`src/rtl/uc_rr_arbiter_pkg.sv`:
```
// rtl/uc_rr_arbiter_pkg.sv - literal types and helpers shared by the unit-clause arbiter and its users
package uc_pkg;

    localparam int UC_LENGTH = 1024;
    localparam int VAR_W     = $clog2(UC_LENGTH);
    localparam int LIT_W     = VAR_W + 1;

    typedef struct packed {
        logic             sign;
        logic [VAR_W-1:0] vidx;
    } lit_t;

    function automatic lit_t lit_neg(lit_t l);
        lit_t r;
        r      = l;
        r.sign = ~l.sign;
        return r;
    endfunction

    function automatic logic [VAR_W-1:0] lit_var(lit_t l);
        return l.vidx;
    endfunction

endpackage

```
`src/rtl/uc_rr_pick.sv`:
```
// rtl/uc_rr_pick.sv - combinational round-robin picker with optional fixed priority for requester 0
module uc_rr_pick #(
    parameter int NUM_REQ = 5,
    parameter int IDX_W   = $clog2(NUM_REQ)
) (
    input  logic [NUM_REQ-1:0] req,
    input  logic [IDX_W-1:0]   rr_ptr,
    input  logic               prio_en,
    output logic [NUM_REQ-1:0] grant,
    output logic [IDX_W-1:0]   winner,
    output logic               any
);

    function automatic int wrap_idx(int base, int k);
        int s;
        s = base + k;
        return (s >= NUM_REQ) ? s - NUM_REQ : s;
    endfunction

    always_comb begin
        winner = '0;
        any    = 1'b0;
        // Scan from the far end so the requester closest to rr_ptr is assigned last and wins.
        for (int k = NUM_REQ - 1; k >= 0; k--) begin
            if (req[wrap_idx(int'(rr_ptr), k)]) begin
                winner = IDX_W'(wrap_idx(int'(rr_ptr), k));
                any    = 1'b1;
            end
        end
        if (prio_en && req[0]) begin
            winner = '0;
            any    = 1'b1;
        end
        grant = any ? (NUM_REQ'(1) << winner) : '0;
    end

endmodule

```
`src/rtl/uc_rr_arbiter.sv`:
```
// rtl/uc_rr_arbiter.sv - merges memory and engine unit literals into one buffered stream
// Optional conflict detection is enabled by defining UC_ARB_CONFLICT_EN.
module uc_rr_arbiter #(
    parameter int NUM_ENG   = 4,
    parameter int UC_LENGTH = uc_pkg::UC_LENGTH,
    parameter int VAR_W     = $clog2(UC_LENGTH),
    parameter int LIT_W     = VAR_W + 1,
    parameter int BUF_DEPTH = 8,
    parameter int MEM_PRIO  = 0
) (
    input  logic                            clk,
    input  logic                            rst,
    input  logic                            flush,
    input  logic                            mem_valid,
    input  logic [LIT_W-1:0]                mem_lit,
    output logic                            mem_ready,
    input  logic [NUM_ENG-1:0]              eng_valid,
    input  logic [NUM_ENG-1:0][LIT_W-1:0]   eng_lit,
    output logic [NUM_ENG-1:0]              eng_ready,
    output logic                            out_valid,
    output logic [LIT_W-1:0]                out_lit,
    input  logic                            out_ready,
    output logic [$clog2(BUF_DEPTH):0]      count,
    output logic                            conflict,
    output logic [VAR_W-1:0]                conflict_var
);

    localparam int NUM_REQ = NUM_ENG + 1;
    localparam int RR_W    = $clog2(NUM_REQ);
    localparam int PTR_W   = $clog2(BUF_DEPTH);
    localparam int CNT_W   = PTR_W + 1;

    logic [LIT_W-1:0]   storage_q [BUF_DEPTH];
    logic [LIT_W-1:0]   storage_d [BUF_DEPTH];
    logic [PTR_W-1:0]   head_q, head_d, tail_q, tail_d;
    logic [CNT_W-1:0]   count_q, count_d;
    logic [RR_W-1:0]    rr_q, rr_d;

    logic [LIT_W-1:0]   req_lit [NUM_REQ];
    logic [NUM_REQ-1:0] pick_grant;
    logic [RR_W-1:0]    winner;
    logic               pick_any;
    logic               pop, space, push;
    logic [LIT_W-1:0]   push_lit;

    uc_rr_pick #(.NUM_REQ(NUM_REQ), .IDX_W(RR_W)) u_pick (
        .req     ({eng_valid, mem_valid}),
        .rr_ptr  (rr_q),
        .prio_en (MEM_PRIO != 0),
        .grant   (pick_grant),
        .winner  (winner),
        .any     (pick_any)
    );

    always_comb begin
        req_lit[0] = mem_lit;
        for (int i = 0; i < NUM_ENG; i++) begin
            req_lit[i+1] = eng_lit[i];
        end
    end

    assign out_valid = (count_q != '0);
    assign out_lit   = storage_q[head_q];
    assign count     = count_q;
    assign pop       = out_valid & out_ready;
    assign space     = (count_q < CNT_W'(BUF_DEPTH)) | pop;
    // rst gates the grant so no ready leaks out while the block is held in reset.
    assign push      = pick_any & space & ~flush & rst;
    assign push_lit  = req_lit[winner];
    assign {eng_ready, mem_ready} = push ? pick_grant : '0;

    always_comb begin
        storage_d = storage_q;
        head_d    = head_q;
        tail_d    = tail_q;
        count_d   = count_q;
        rr_d      = rr_q;
        if (flush) begin
            head_d  = '0;
            tail_d  = '0;
            count_d = '0;
            rr_d    = '0;
        end else begin
            if (push) begin
                storage_d[tail_q] = push_lit;
                tail_d            = tail_q + 1'b1;
                if (!(MEM_PRIO != 0 && winner == '0)) begin
                    rr_d = (winner == RR_W'(NUM_REQ - 1)) ? '0 : winner + 1'b1;
                end
            end
            if (pop) begin
                head_d = head_q + 1'b1;
            end
            if (push && !pop) begin
                count_d = count_q + 1'b1;
            end else if (pop && !push) begin
                count_d = count_q - 1'b1;
            end
        end
    end

    always_ff @(posedge clk or negedge rst) begin
        if (!rst) begin
            for (int i = 0; i < BUF_DEPTH; i++) begin
                storage_q[i] <= '0;
            end
            head_q  <= '0;
            tail_q  <= '0;
            count_q <= '0;
            rr_q    <= '0;
        end else begin
            storage_q <= storage_d;
            head_q    <= head_d;
            tail_q    <= tail_d;
            count_q   <= count_d;
            rr_q      <= rr_d;
        end
    end

`ifdef UC_ARB_CONFLICT_EN
    logic             conflict_q, conflict_d;
    logic [VAR_W-1:0] conflict_var_q, conflict_var_d;
    logic             hit;

    // The head entry leaving this cycle no longer counts as buffered.
    always_comb begin
        hit = 1'b0;
        for (int k = 0; k < BUF_DEPTH; k++) begin
            if ((CNT_W'(k) < count_q) && !(k == 0 && pop) &&
                (storage_q[head_q + PTR_W'(k)][LIT_W-1] != push_lit[LIT_W-1]) &&
                (storage_q[head_q + PTR_W'(k)][VAR_W-1:0] == push_lit[VAR_W-1:0])) begin
                hit = 1'b1;
            end
        end
    end

    always_comb begin
        conflict_d     = conflict_q;
        conflict_var_d = conflict_var_q;
        if (flush) begin
            conflict_d     = 1'b0;
            conflict_var_d = '0;
        end else if (push && hit && !conflict_q) begin
            conflict_d     = 1'b1;
            conflict_var_d = push_lit[VAR_W-1:0];
        end
    end

    always_ff @(posedge clk or negedge rst) begin
        if (!rst) begin
            conflict_q     <= 1'b0;
            conflict_var_q <= '0;
        end else begin
            conflict_q     <= conflict_d;
            conflict_var_q <= conflict_var_d;
        end
    end

    assign conflict     = conflict_q;
    assign conflict_var = conflict_var_q;
`else
    assign conflict     = 1'b0;
    assign conflict_var = '0;
`endif

endmodule

```
`config.mk`:
```
export PLATFORM = sky130hd
export DESIGN_NAME = uc_rr_arbiter
export DESIGN_NICKNAME = d
export VERILOG_FILES = /design/src/rtl/uc_rr_arbiter_pkg.sv /design/src/rtl/uc_rr_pick.sv /design/src/rtl/uc_rr_arbiter.sv
export SDC_FILE = /design/constraint.sdc
export NUM_CORES = 1
export LEC_CHECK = 0
export CAP_MARGIN = 40
export CORE_MARGIN = 5
export CORE_UTILIZATION = 59
export CTS_BUF_LIST = sky130_fd_sc_hd__clkbuf_4 sky130_fd_sc_hd__clkbuf_8
export DETAILED_ROUTE_END_ITERATION = 8
export PLACE_DENSITY = 0.84
export SLEW_MARGIN = 30
export SYNTH_ARGS = -nofsm -noshare
export SYNTH_HDL_FRONTEND = slang
export SYNTH_SLANG_ARGS = --single-unit
```
`constraint.sdc`:
```
create_clock -name clk -period 6.5 [get_ports clk]
set_clock_uncertainty 0.05 [all_clocks]
set_input_delay 0.975 -clock clk [delete_from_list [all_inputs] [get_ports clk]]
set_output_delay 0.975 -clock clk [all_outputs]
set_load 0.005 [all_outputs]
```
### Word level (Yosys, flattened, before mapping)

Index checks and enable logic that the tools add are counted.

| storage, ports and cells | value |
|---|---|
| memories kept | 0 |
| output and inout port bits | 32 |
| flip-flop bits (word level) | 101 |
| memory bits (writable) | 0 |
| logic and storage cells | 113 |
| memory bits (read-only) | 0 |
| latch bits | 0 |

| operators by class | value |
|---|---|
| $lt $le $gt $ge | 15 |
| eq/ne operators | 1 |
| bitwise operators | 9 |
| reductions and logical operators | 10 |
| divide/modulo/power cells | 0 |
| multipliers | 0 |
| $add $sub $neg | 14 |
| shift-type cells | 1 |
| muxes and demuxes | 51 |

Operator list:

| kind | count |
|---|---|
| $lt 32x5->1 const B | 5 |
| $mux 32 | 5 |
| $ge 32x4->1 const B | 4 |
| $sub 32x4->32 const B | 4 |
| $bwmux 88 | 1 |
| $bmux 11 s3 | 2 |
| $mux 11 | 5 |
| $mux 3 | 12 |
| $demux 11 s3 | 1 |
| $bmux 1 s3 | 5 |
| $mux 1 | 15 |
| $ge 4x4->1 const B | 3 |
| $mux 4 | 3 |
| $not 3->4 | 3 |
| $mux 5 | 2 |
| $add 3x1->3 const B | 3 |
| $add 3x2->4 const B | 2 |
| $shl 1x3->5 const A | 1 |
| $add 3x1->4 const B | 1 |
| $add 3x3->4 const B | 1 |
| $add 4x1->4 const B | 1 |
| $and 1x1->1 | 4 |
| $lt 4x1->1 const B | 1 |
| $lt 4x4->1 const B | 1 |
| 12 further kinds | 16 |

### Logic depth before layout (Yosys ltp)

| logic depth | value |
|---|---|
| depth in word-level cells | 19 |
| mapped depth | 22 |

### Hierarchy

From an unflattened synthesis, not the netlist that was laid out.

| unflattened totals | value |
|---|---|
| cells, all modules | 536 |
| area total of the unflattened synthesis | 6495.0 sq um |

Modules (own cells, without submodules):

| module | area each (sq um) | seq. area each (sq um) | instances | cells each |
|---|---|---|---|---|
| uc_rr_arbiter | 5265.0 | 2527.4 | 1 | 362 |
| uc_rr_pick | 1229.9 | 0.0 | 1 | 174 |

### Worst setup path before layout

OpenSTA, ideal clock, no wires.

| timing path | value |
|---|---|
| path type | flip-flop to output port |
| start | register rr_q[1] |
| end | output port eng_ready[2] |
| setup slack | 1.696 ns |
| cell stages (with the launch flop) | 16 |
| required time | 5.475 ns |
| arrival | 3.779 ns |
| path buffers | 2 |
| cell sequence | dfrtp_1 -> buf_2 -> inv_1 -> ha_1 -> ha_1 -> a221oi_4 -> mux2i_1 -> o22ai_4 -> or4_4 -> a211oi_2 -> a21oi_4 -> buf_4 -> inv_1 -> ha_1 -> ha_1 -> and2_1 |

| on the way | value |
|---|---|
| longest elaborated chain between the ends | 15 |
| elaborated cells on any way between the ends | 50 |

RTL lines:

| what | line | RTL |
|---|---|---|
| from (decl) | uc_rr_arbiter.sv:37 | `logic [RR_W-1:0] rr_q, rr_d;` |
| from (signal assigned) | uc_rr_arbiter.sv:116 | `rr_q <= rr_d;` |
| $add 3x3->4 | uc_rr_pick.sv:16 | `s = base + k;` |
| $sub 32x4->32 / $ge 32x4->1 (equally long branches) | uc_rr_pick.sv:17 | `return (s >= NUM_REQ) ? s - NUM_REQ : s;` |
| $mux 32 | uc_rr_pick.sv:17 |  |
| $bmux 1 s3 | uc_rr_pick.sv:25 | `if (req[wrap_idx(int'(rr_ptr), k)]) begin` |
| $mux 1 (implied by the code) (2 in series) | uc_rr_pick.sv:25 |  |
| $mux 1 (5 in series) | uc_rr_pick.sv:25 |  |
| $and 1x1->1 (3 in series) | uc_rr_arbiter.sv:68 | `assign push = pick_any & space & ~flush & rst;` |
| $mux 5 (*) | uc_rr_arbiter.sv:70 | `assign {eng_ready, mem_ready} = push ? pick_grant : '0;` |
| to (decl) | uc_rr_arbiter.sv:19 | `output logic [NUM_ENG-1:0] eng_ready,` |

Mark *: on every way between the ends. The rest lies on a longest branch, timed or not. The select of a mux whose other input is x is not followed.

### Final worst setup path

Ends and elaborated chain as after synthesis.

==> out/qor.txt <==
Endpoints failing hold -> 0
Worst EP arrival -> 5110 ps
Hold_buf cts -> 0
Max-slew violations -> 0
Largest net degree at the start of global routing -> 45
GR peak layer -> met2
Power share of the combinational group -> 70.7%
CP top delay family -> adder cells
Post-route ant nets -> 0
Switching Share -> 49.5%
Routed WL -> 26,500 µm
Vias in the first global route -> 7,466
Total Routing Usage GR -> 32.1%
RSZ-0062 raised after global routing -> false
Area leader, netlist -> dfrtp_1
Fin util -> 68.8%
First drt pass iteration count -> 6
Port-buffer cells -> 84
Clock Power Share -> 8.8%
Buf/Inv on CP -> 3
Core ar. -> 0.0133 mm²
Post-placement cell area -> 0.00896 mm²
Area Overhead vs Synth -> 13.4%
CTS H-Tree Depth -> 3
Std cell rows -> 42
Detailed Route Iter0 Violations -> 1,186
Worst R2R Start -> rr_q[1]$_DFFE_PN0P_
Post-layout minimum cycle time -> 6130 ps
Critical-path maximum fanout -> 20
Yosys cell types -> 84
Setup TNS Final -> 0 ps
Chip Height -> 127 µm
Mean Syn Cell Area -> 9.41 µm²
Met3 Track Usage GR -> 10.9%
Starting density of the core -> 60.7%
Mapped Cells -> 860
Crit-path cells -> inv_1 > ha_1 > ha_1 > a221oi_4 > mux2i_1 > o22ai_4 > or4_4 > a211oi_2 > a21oi_4 > inv_1 > ha_1 > ha_1 > and2_1 > clkdlybuf4s50_1
Top cells by area, synth -> dfrtp_1, mux4_2, o22ai_1
Layout fillers -> 1,053
Clk pin slew, worst setup/hold paths -> 120 ps
Routing usage on met1 -> 43.9%
Max Root-Sink Buffers -> 2
Commonest cells in the netlist -> dfrtp_1, o22ai_1, nor2_1
Status -> finished clean
Die footprint -> 0.0162 mm²
Critical Path RT -> 5470 ps
Slowest stage delay, CP -> 760 ps
Critical path class -> reg2out
Final layout net count -> 988
# diodes -> 0
Chip width -> 127 µm
P per Cell Area -> 520 mW/mm²
Design area -> 0.00918 mm²
CP endpoint kind -> primary output
M2 GR Usage -> 46.6%
Maximum clock frequency -> 0.163 GHz
Asr flop ratio synth -> 100%
Drt drc -> 0
Ys flop type -> dfrtp_1
Synth Warn # -> 0
Placer Congestion -> 0.966
DR vias -> 7,805
Post-synth top area share -> 31.2%
Mapped Area -> 0.00810 mm²
Num CTS Buffers -> 9
CTS tree -> yes
Clock latency at the later pin of the worst-skew pair -> 380 ps
Worst hold path class -> in2async
Final HPWL DP -> 18,300 µm
Initial antenna violation count -> 0
Endpoints failing setup -> 0
EDFF count, synth -> 0
Worst slew margin relative to its limit -> 42.4%
Final hold slack -> 425 ps
Crit path top cell by count -> ha_1
Share of layout cells above drive strength 1 -> 16.2%
NetSw -> 2360 µW
CP max-delay cell -> dfrtp_1
Register bit total from synthesis -> 101
Seq/Total Area, Yosys -> 31.2%
Tightest Pin Transition -> 840 ps
Post-place setup slack -> 823 ps
Internal -> 2410 µW
Sequential power share -> 20.5%
Clock root cell -> clkbuf_8
Leak -> 0.00366 µW
Setup ws final -> 366 ps
Count leader, synth -> dfrtp_1
Total gr overflow -> 0
Crit. Startpoint -> rr_q[1]$_DFFE_PN0P_
IO Count -> 96
Clock sink count -> 101
First-pass GRT wire length -> 41,000 µm
Startpoint types -> register
DR vias/cell -> 7.21
Maxcap violations -> 0
WL per Instance -> 24.4 µm
Fin crit share -> 94.4%
Peak VDD IR -> 0.284 mV
[cell type report]
| type | instances | area [µm²] | area share [%] |
|---|---|---|---|
| Clock buffer | 10 | 138 | 1.50 |
| Clock inverter | 6 | 61.3 | 0.668 |
| Inverter | 18 | 67.6 | 0.736 |
| Multi-Input combinational cell | 657 | 5080 | 55.3 |
| Sequential cell | 101 | 2530 | 27.5 |
| Tap cell | 176 | 220 | 2.40 |
| Timing Repair Buffer | 115 | 1090 | 11.9 |
[worst register-to-register path, cell delays in order (launching register included)]
cell and delay [ps]:
dfrtp_1 760, inv_1 320, ha_1 380, ha_1 420
o21ba_2 310, o21ai_0 90, o32ai_1 530, or2_1 340
nor3_2 170, a21boi_4 430, and3_1 500, nand3_1 590
o221a_2 510
[per-layer routing]
layer	share of wire, %	wire length (µm)
met3	15	3970
met5	0	0
met1	38	10100
met2	43	11400
met4	3.7	990
[through the flow]
stage / cells / power (µW)
after CTS: 1080 / 4660
after detailed placement: 1064 / 4240
after global placement: 1061 / 4160
after global routing: 1083 / 5030
final: 1083 / 4770
after floorplan: 870 / 3360
[power groups by stage]
stage	logic (µW)	clock network (µW)	registers (µW)
detailed placement	3260	0	975
finish	3370	420	981
global placement	3180	0	974
floorplan	2450	0	912
global route	3600	439	997
CTS	3270	416	968
[flip-flops by register name, summed over array words and instances, names as in the netlist]
register,cells
count,4
rr_q,3
storage_q,88
tail_q,3
head_q,3
[worst paths after layout]
kind                       cells past startpoint  slack, ps                   endpoint
max in group asynchronous                      3       4910  storage_q[79]$_DFFE_PN0P_
min reg2reg                                    2        550       count[2]$_DFFE_PN0P_
min                                            1        420  storage_q[50]$_DFFE_PN0P_
max                                           14        370               eng_ready[2]
max reg2reg                                   12       1000  storage_q[75]$_DFFE_PN0P_
min in group clk                               2        550       count[2]$_DFFE_PN0P_
[cell usage in the layout, fill, tap and decap left out, drive strengths merged, types with 25 or more instances in the layout]
master and n:
nor2 74, a211oi 61, nand2 72, mux2i 25
buf 29, dfrtp 101, o22ai 77, clkdlybuf4s50 83
mux2 26, a21oi 27
[cell families after synthesis]
| logic type | count (synthesis) | share of synthesized area, % |
|---|---|---|
| AO/OA/AOI/OAI | 293 | 28.7 |
| other | 1 | 0.0463 |
| adder cells (fa/ha/maj) | 22 | 3.59 |
| multiplexers | 74 | 13.3 |
| XOR/XNOR | 12 | 1.30 |
| AND/OR/NAND/NOR | 245 | 15.2 |
| buffers and inverters | 112 | 6.60 |
| flip-flops | 101 | 31.2 |
[timing repair]
action                     in CTS  in global routing
hold endpoints to repair        0                  0
setup endpoints to repair       0                  3
buffers inserted                0                  0
gates resized for setup         0                  1
Power figures use the tool's default switching activity.
